===== src/rtl/key_step_gen.sv =====
// Up/down push-button front end for the setting counters: sync, debounce,
// one step per press plus auto-repeat while a key is held.
module key_step_db #(
  parameter int DB_CYCLES = 4
) (
  input  logic clk,
  input  logic rst,
  input  logic raw,
  output logic level
);

  localparam int CW = $clog2(DB_CYCLES + 1);
  localparam logic [CW-1:0] CNT_LAST = CW'(DB_CYCLES - 1);

  logic          s1_q;
  logic          s2_q;
  logic          lvl_q;
  logic          lvl_d;
  logic [CW-1:0] cnt_q;
  logic [CW-1:0] cnt_d;

  // The level moves only after DB_CYCLES consecutive disagreeing samples.
  always_comb begin
    lvl_d = lvl_q;
    cnt_d = '0;
    if (s2_q != lvl_q) begin
      if (cnt_q == CNT_LAST) begin
        lvl_d = ~lvl_q;
      end else begin
        cnt_d = cnt_q + CW'(1);
      end
    end
  end

  always_ff @(posedge clk) begin
    if (rst) begin
      s1_q  <= 1'b0;
      s2_q  <= 1'b0;
      lvl_q <= 1'b0;
      cnt_q <= '0;
    end else begin
      s1_q  <= raw;
      s2_q  <= s1_q;
      lvl_q <= lvl_d;
      cnt_q <= cnt_d;
    end
  end

  assign level = lvl_q;

endmodule

module key_step_gen #(
  parameter int DB_CYCLES     = 4,
  parameter int HOLD_CYCLES   = 32,
  parameter int REPEAT_CYCLES = 8
) (
  input  logic clk,
  input  logic rst,
  input  logic en,
  input  logic key_up,
  input  logic key_down,
  output logic inc_pulse,
  output logic dec_pulse,
  output logic up_level,
  output logic down_level,
  output logic repeating
);

  localparam int MAXC = (HOLD_CYCLES > REPEAT_CYCLES) ?
                        HOLD_CYCLES : REPEAT_CYCLES;
  localparam int TW = $clog2(MAXC + 1);
  localparam logic [TW-1:0] HOLD_LAST = TW'(HOLD_CYCLES - 1);
  localparam logic [TW-1:0] REP_LAST  = TW'(REPEAT_CYCLES - 1);

  typedef enum logic [1:0] {
    IDLE,
    HOLD,
    REPEAT,
    LOCK
  } state_e;

  state_e        state_q;
  logic          dir_q;
  logic [TW-1:0] timer_q;
  logic          inc_q;
  logic          dec_q;
  logic          rep_q;

  logic          up_lvl;
  logic          dn_lvl;
  logic          own_lvl;
  logic          oth_lvl;
  logic [TW-1:0] last;

  key_step_db #(
    .DB_CYCLES (DB_CYCLES)
  ) u_db_up (
    .clk   (clk),
    .rst   (rst),
    .raw   (key_up),
    .level (up_lvl)
  );

  key_step_db #(
    .DB_CYCLES (DB_CYCLES)
  ) u_db_dn (
    .clk   (clk),
    .rst   (rst),
    .raw   (key_down),
    .level (dn_lvl)
  );

  // dir_q: 0 = up/increment, 1 = down/decrement
  assign own_lvl = dir_q ? dn_lvl : up_lvl;
  assign oth_lvl = dir_q ? up_lvl : dn_lvl;
  assign last    = (state_q == HOLD) ? HOLD_LAST : REP_LAST;

  always_ff @(posedge clk) begin
    if (rst) begin
      state_q <= IDLE;
      dir_q   <= 1'b0;
      timer_q <= '0;
      inc_q   <= 1'b0;
      dec_q   <= 1'b0;
      rep_q   <= 1'b0;
    end else begin
      inc_q <= 1'b0;
      dec_q <= 1'b0;
      rep_q <= (state_q == REPEAT);
      if (!en) begin
        state_q <= (up_lvl | dn_lvl) ? LOCK : IDLE;
        timer_q <= '0;
      end else begin
        unique case (state_q)
          IDLE: begin
            timer_q <= '0;
            if (up_lvl & dn_lvl) begin
              state_q <= LOCK;
            end else if (up_lvl) begin
              inc_q   <= 1'b1;
              dir_q   <= 1'b0;
              state_q <= HOLD;
            end else if (dn_lvl) begin
              dec_q   <= 1'b1;
              dir_q   <= 1'b1;
              state_q <= HOLD;
            end
          end
          HOLD, REPEAT: begin
            if (oth_lvl) begin
              state_q <= LOCK;
              timer_q <= '0;
            end else if (!own_lvl) begin
              state_q <= IDLE;
              timer_q <= '0;
            end else if (timer_q == last) begin
              inc_q   <= ~dir_q;
              dec_q   <= dir_q;
              timer_q <= '0;
              state_q <= REPEAT;
            end else begin
              timer_q <= timer_q + TW'(1);
            end
          end
          LOCK: begin
            timer_q <= '0;
            if (!up_lvl && !dn_lvl) begin
              state_q <= IDLE;
            end
          end
          default: begin
            state_q <= IDLE;
            timer_q <= '0;
          end
        endcase
      end
    end
  end

  assign inc_pulse  = inc_q;
  assign dec_pulse  = dec_q;
  assign up_level   = up_lvl;
  assign down_level = dn_lvl;
  assign repeating  = rep_q;

endmodule


===== config.mk =====
export PLATFORM = sky130hd
export DESIGN_NAME = key_step_gen
export DESIGN_NICKNAME = d
export VERILOG_FILES = /design/src/rtl/key_step_gen.sv
export SDC_FILE = /design/constraint.sdc
export NUM_CORES = 1
export LEC_CHECK = 0
export BUFFER_PORTS_ARGS = -buffer_cell sky130_fd_sc_hd__buf_4
export CORE_AREA = 2 2 86 55
export CTS_CLUSTER_DIAMETER = 120
export DETAILED_ROUTE_END_ITERATION = 6
export DIE_AREA = 0 0 88 57
export PLACE_DENSITY = 0.5
export REMOVE_ABC_BUFFERS = 1
export SLEW_MARGIN = 25
export SYNTH_ARGS = -nofsm -noshare
export SYNTH_HDL_FRONTEND = slang
export SYNTH_SLANG_ARGS = --single-unit

===== constraint.sdc =====
create_clock -name clk -period 3.9 [get_ports clk]
set_input_delay 0.195 -clock clk [delete_from_list [all_inputs] [get_ports clk]]
set_output_delay 0.195 -clock clk [all_outputs]
set_load 0.02 [all_outputs]

==> reports/results.md <==
• 0 — YS warnings
• 0.421 — area share of the leading cell type in the synthesized netlist
• 0.816 — routability congestion estimate
• register — category of the worst setup path capture point
• 57 um — floorplan die height
• sky130_fd_sc_hd__dfxtp_1 — leading area contributor after synthesis
• 4.04 ns — required time worst endpoint
• register to register — type of the worst setup path
• 0 — count of hold-fix buffers inserted at cts
• 763 — overall via count from detail_route
• 0.09 ns — clock slew at reported path FFs
• 4 — iteration count of the initial detailed-routing pass
• 0 ns — summed negative setup slack over all endpoints
• 0.38 ns — worst stage delay on the critical path
• sky130_fd_sc_hd__dfxtp_1 — ys flop type
• 5020 um^2 — Die Footprint
• 9.51 um^2 — average cell area after synthesis
• 0.510 nW — leak pwr
• 0 — EDFF count, synth
• 1 — count of H-tree levels built during CTS
• 0.503 mW — Pwr Total
• 0 — initial antenna violation count
• 0.421 — register area share after synthesis
• 0 — max capacitance violation total
• 3 — clock buffer count from CTS
• sky130_fd_sc_hd__dfxtp_1 — most common cell in the netlist
• 1350 um — HPWL Detailed
• 0.27 ns — latest clock arrival within the worst-skew pair
• 88 um — Die W
• 376 nW/um^2 — power density cells
• 9 — count of port buffers added during placement
• sky130_fd_sc_hd__dfxtp_1, sky130_fd_sc_hd__ha_1, sky130_fd_sc_hd__nor2_1 — cell types with the largest area share after synthesis
• sky130_fd_sc_hd__dfxtp_1, sky130_fd_sc_hd__nor2_1, sky130_fd_sc_hd__ha_1 — ranking of synthesized cells by instance count
• 0 — post-route antenna net violation count
• 1.78 ns — post-layout minimum cycle time
• 0.456 — fin crit share
• 4300 um^2 — Core Area
• 1 — Worst Path Buf+Inv
• 45 — DRC marker count from the first detailed-route iteration
• 19 — Site Rows
• 0 — Setup-failing EPs final
• 0.137 mV — maximum vdd ir drop
• 24 — total of flip-flops plus latches after synthesis
• 0 — final slew viol count
• 0 — grt ovf
• 0.0125 ns — Max Clock Skew
• 30 — post-synthesis cell type count
• 0 — fraction of synthesis flops using an asynchronous set or reset pin
• sky130_fd_sc_hd__dfxtp_1 — Critical-path top delay cell
• 120 — synthesized netlist cell count
• register — Startpoint Class
• 0 — final antenna diode count
• 0 — number of cells upsized or downsized after cts
• 0.562 GHz — Max Fclk
• compound AO/OA/AOI/OAI gates — Largest delay share family, worst path
• 1820 um — Final Routed Wirelength
• sky130_fd_sc_hd__clkbuf_8 — cell chosen for the clock root
• complete, no violations — result of the run
• input port to register — classification of the worst-slack hold path
• inv_1 -> ha_1 -> or3_1 -> a211oi_2 -> o31ai_1 -> mux2i_1 — cell chain of the critical path
• 0.681 — headroom to the max-slew limit
• 725 — number of global-route vias before repair
• 16 — largest net degree at the start of global routing
• 149 — final-stage net count
• 2 — CTS max path bufs
• false — unrepaired setup endpoints after global routing
• 10 — ports placed on the boundary
• 3240 um — global-route wire length before repair
• 24 — clock net sink count
• 0.0827 — total global-route track usage
• 9.45 um — routed wire length per instance
• 1140 um^2 — post-synthesis instance area
• 4 — maximum fanout count along the critical path
• 17.2% — Area Growth Syn to Fin
• 0.140 — fraction of final layout cells with drive strength greater than 1
• yes — TritonCTS clock tree
• 3.97 — Via-to-Cell Ratio
• 0 — post-CTS setup buffers
• 0.265 — Starting Density
• 1.92 ns — arrival time at the worst endpoint
• 0 — detailed-route DRC error count
• 0 — Fin. Hold Viols
• 0.474 ns — Least-Margin Pin Slew
-- per-stage QoR --
step                cells  setup slack (ns)  area (um^2)  hold slack, ns   util
CTS                   192              2.12         1340           0.120  0.311
floorplan             116              2.27         1120           0.267      -
detailed placement    188              2.14         1270           0.409  0.294
global placement      188              2.18         1270           0.405  0.294
global route          192              2.04         1340           0.130  0.311
finish                192              2.12         1340           0.122  0.311
-- cells in the final DEF, fill, tap and decap left out, drive strengths merged, types with 4 or more instances in the layout --
cell type	n
dfxtp	24
nor2	18
ha	14
inv	9
buf	9
nor2b	7
mux2i	5
nand2	5
nand3	4
a21oi	4
xnor2	4
-- flip-flops by register name (all words and copies together) (netlist names) --
| name | cells |
|---|---|
| dir_q | 1 |
| u_db_up.cnt_q | 3 |
| u_db_up.s1_q | 1 |
| dec_pulse | 1 |
| state_q | 2 |
| u_db_dn.s1_q | 1 |
| u_db_dn.level | 1 |
| repeating | 1 |
| timer_q | 6 |
| inc_pulse | 1 |
| u_db_up.s2_q | 1 |
| u_db_dn.s2_q | 1 |
| u_db_up.level | 1 |
| u_db_dn.cnt_q | 3 |
-- per-layer routing --
metal	vias up	global-route usage	share of wire
met5	-	0	0
met1	337	0.118	0.53
li1	411	-	-
met3	4	0.0275	0.038
met2	11	0.118	0.41
met4	0	0.0264	0.015
-- worst paths after layout --
check	start	end	slack (ns)	depth (start not counted)
setup / recovery	state_q[1]$_SDFFE_PP0P_	state_q[1]$_SDFFE_PP0P_	2.12	6
hold / removal	key_down	u_db_dn.s1_q$_SDFF_PP0_	0.12	2
setup reg to reg	state_q[1]$_SDFFE_PP0P_	state_q[1]$_SDFFE_PP0P_	2.12	6
hold reg to reg	u_db_dn.cnt_q[0]$_SDFF_PP0_	u_db_dn.cnt_q[0]$_SDFF_PP0_	0.43	1
-- report_power, final --
part	switching [mW]	total [mW]	internal [mW]	leakage [nW]
logic	0.0160	0.0321	0.0162	0.279
registers	0.00272	0.252	0.249	0.195
clock network	0.0819	0.219	0.137	0.0357
total	0.101	0.503	0.403	0.510
-- final cells by class --
type	count	area, um^2
Clock buffer	3	41.3
Clock inverter	1	30.0
Fill cell	442	2970
Inverter	9	33.8
Multi-Input combinational cell	83	606
Sequential cell	24	480
Tap cell	63	78.8
Timing Repair Buffer	9	67.6
-- kinds of logic (layout without fill, tap and decap cells) --
group / after synthesis / after routing / share of synthesized area
flops: 24 / 24 / 0.421
fa+ha+maj: 14 / 14 / 0.154
xor+xnor: 6 / 6 / 0.0461
simple gates: 47 / 47 / 0.214
mux: 6 / 6 / 0.0537
buf+inv: 13 / 22 / 0.0482
compound gates: 10 / 10 / 0.0636
(Power assumes the default switching activity.)
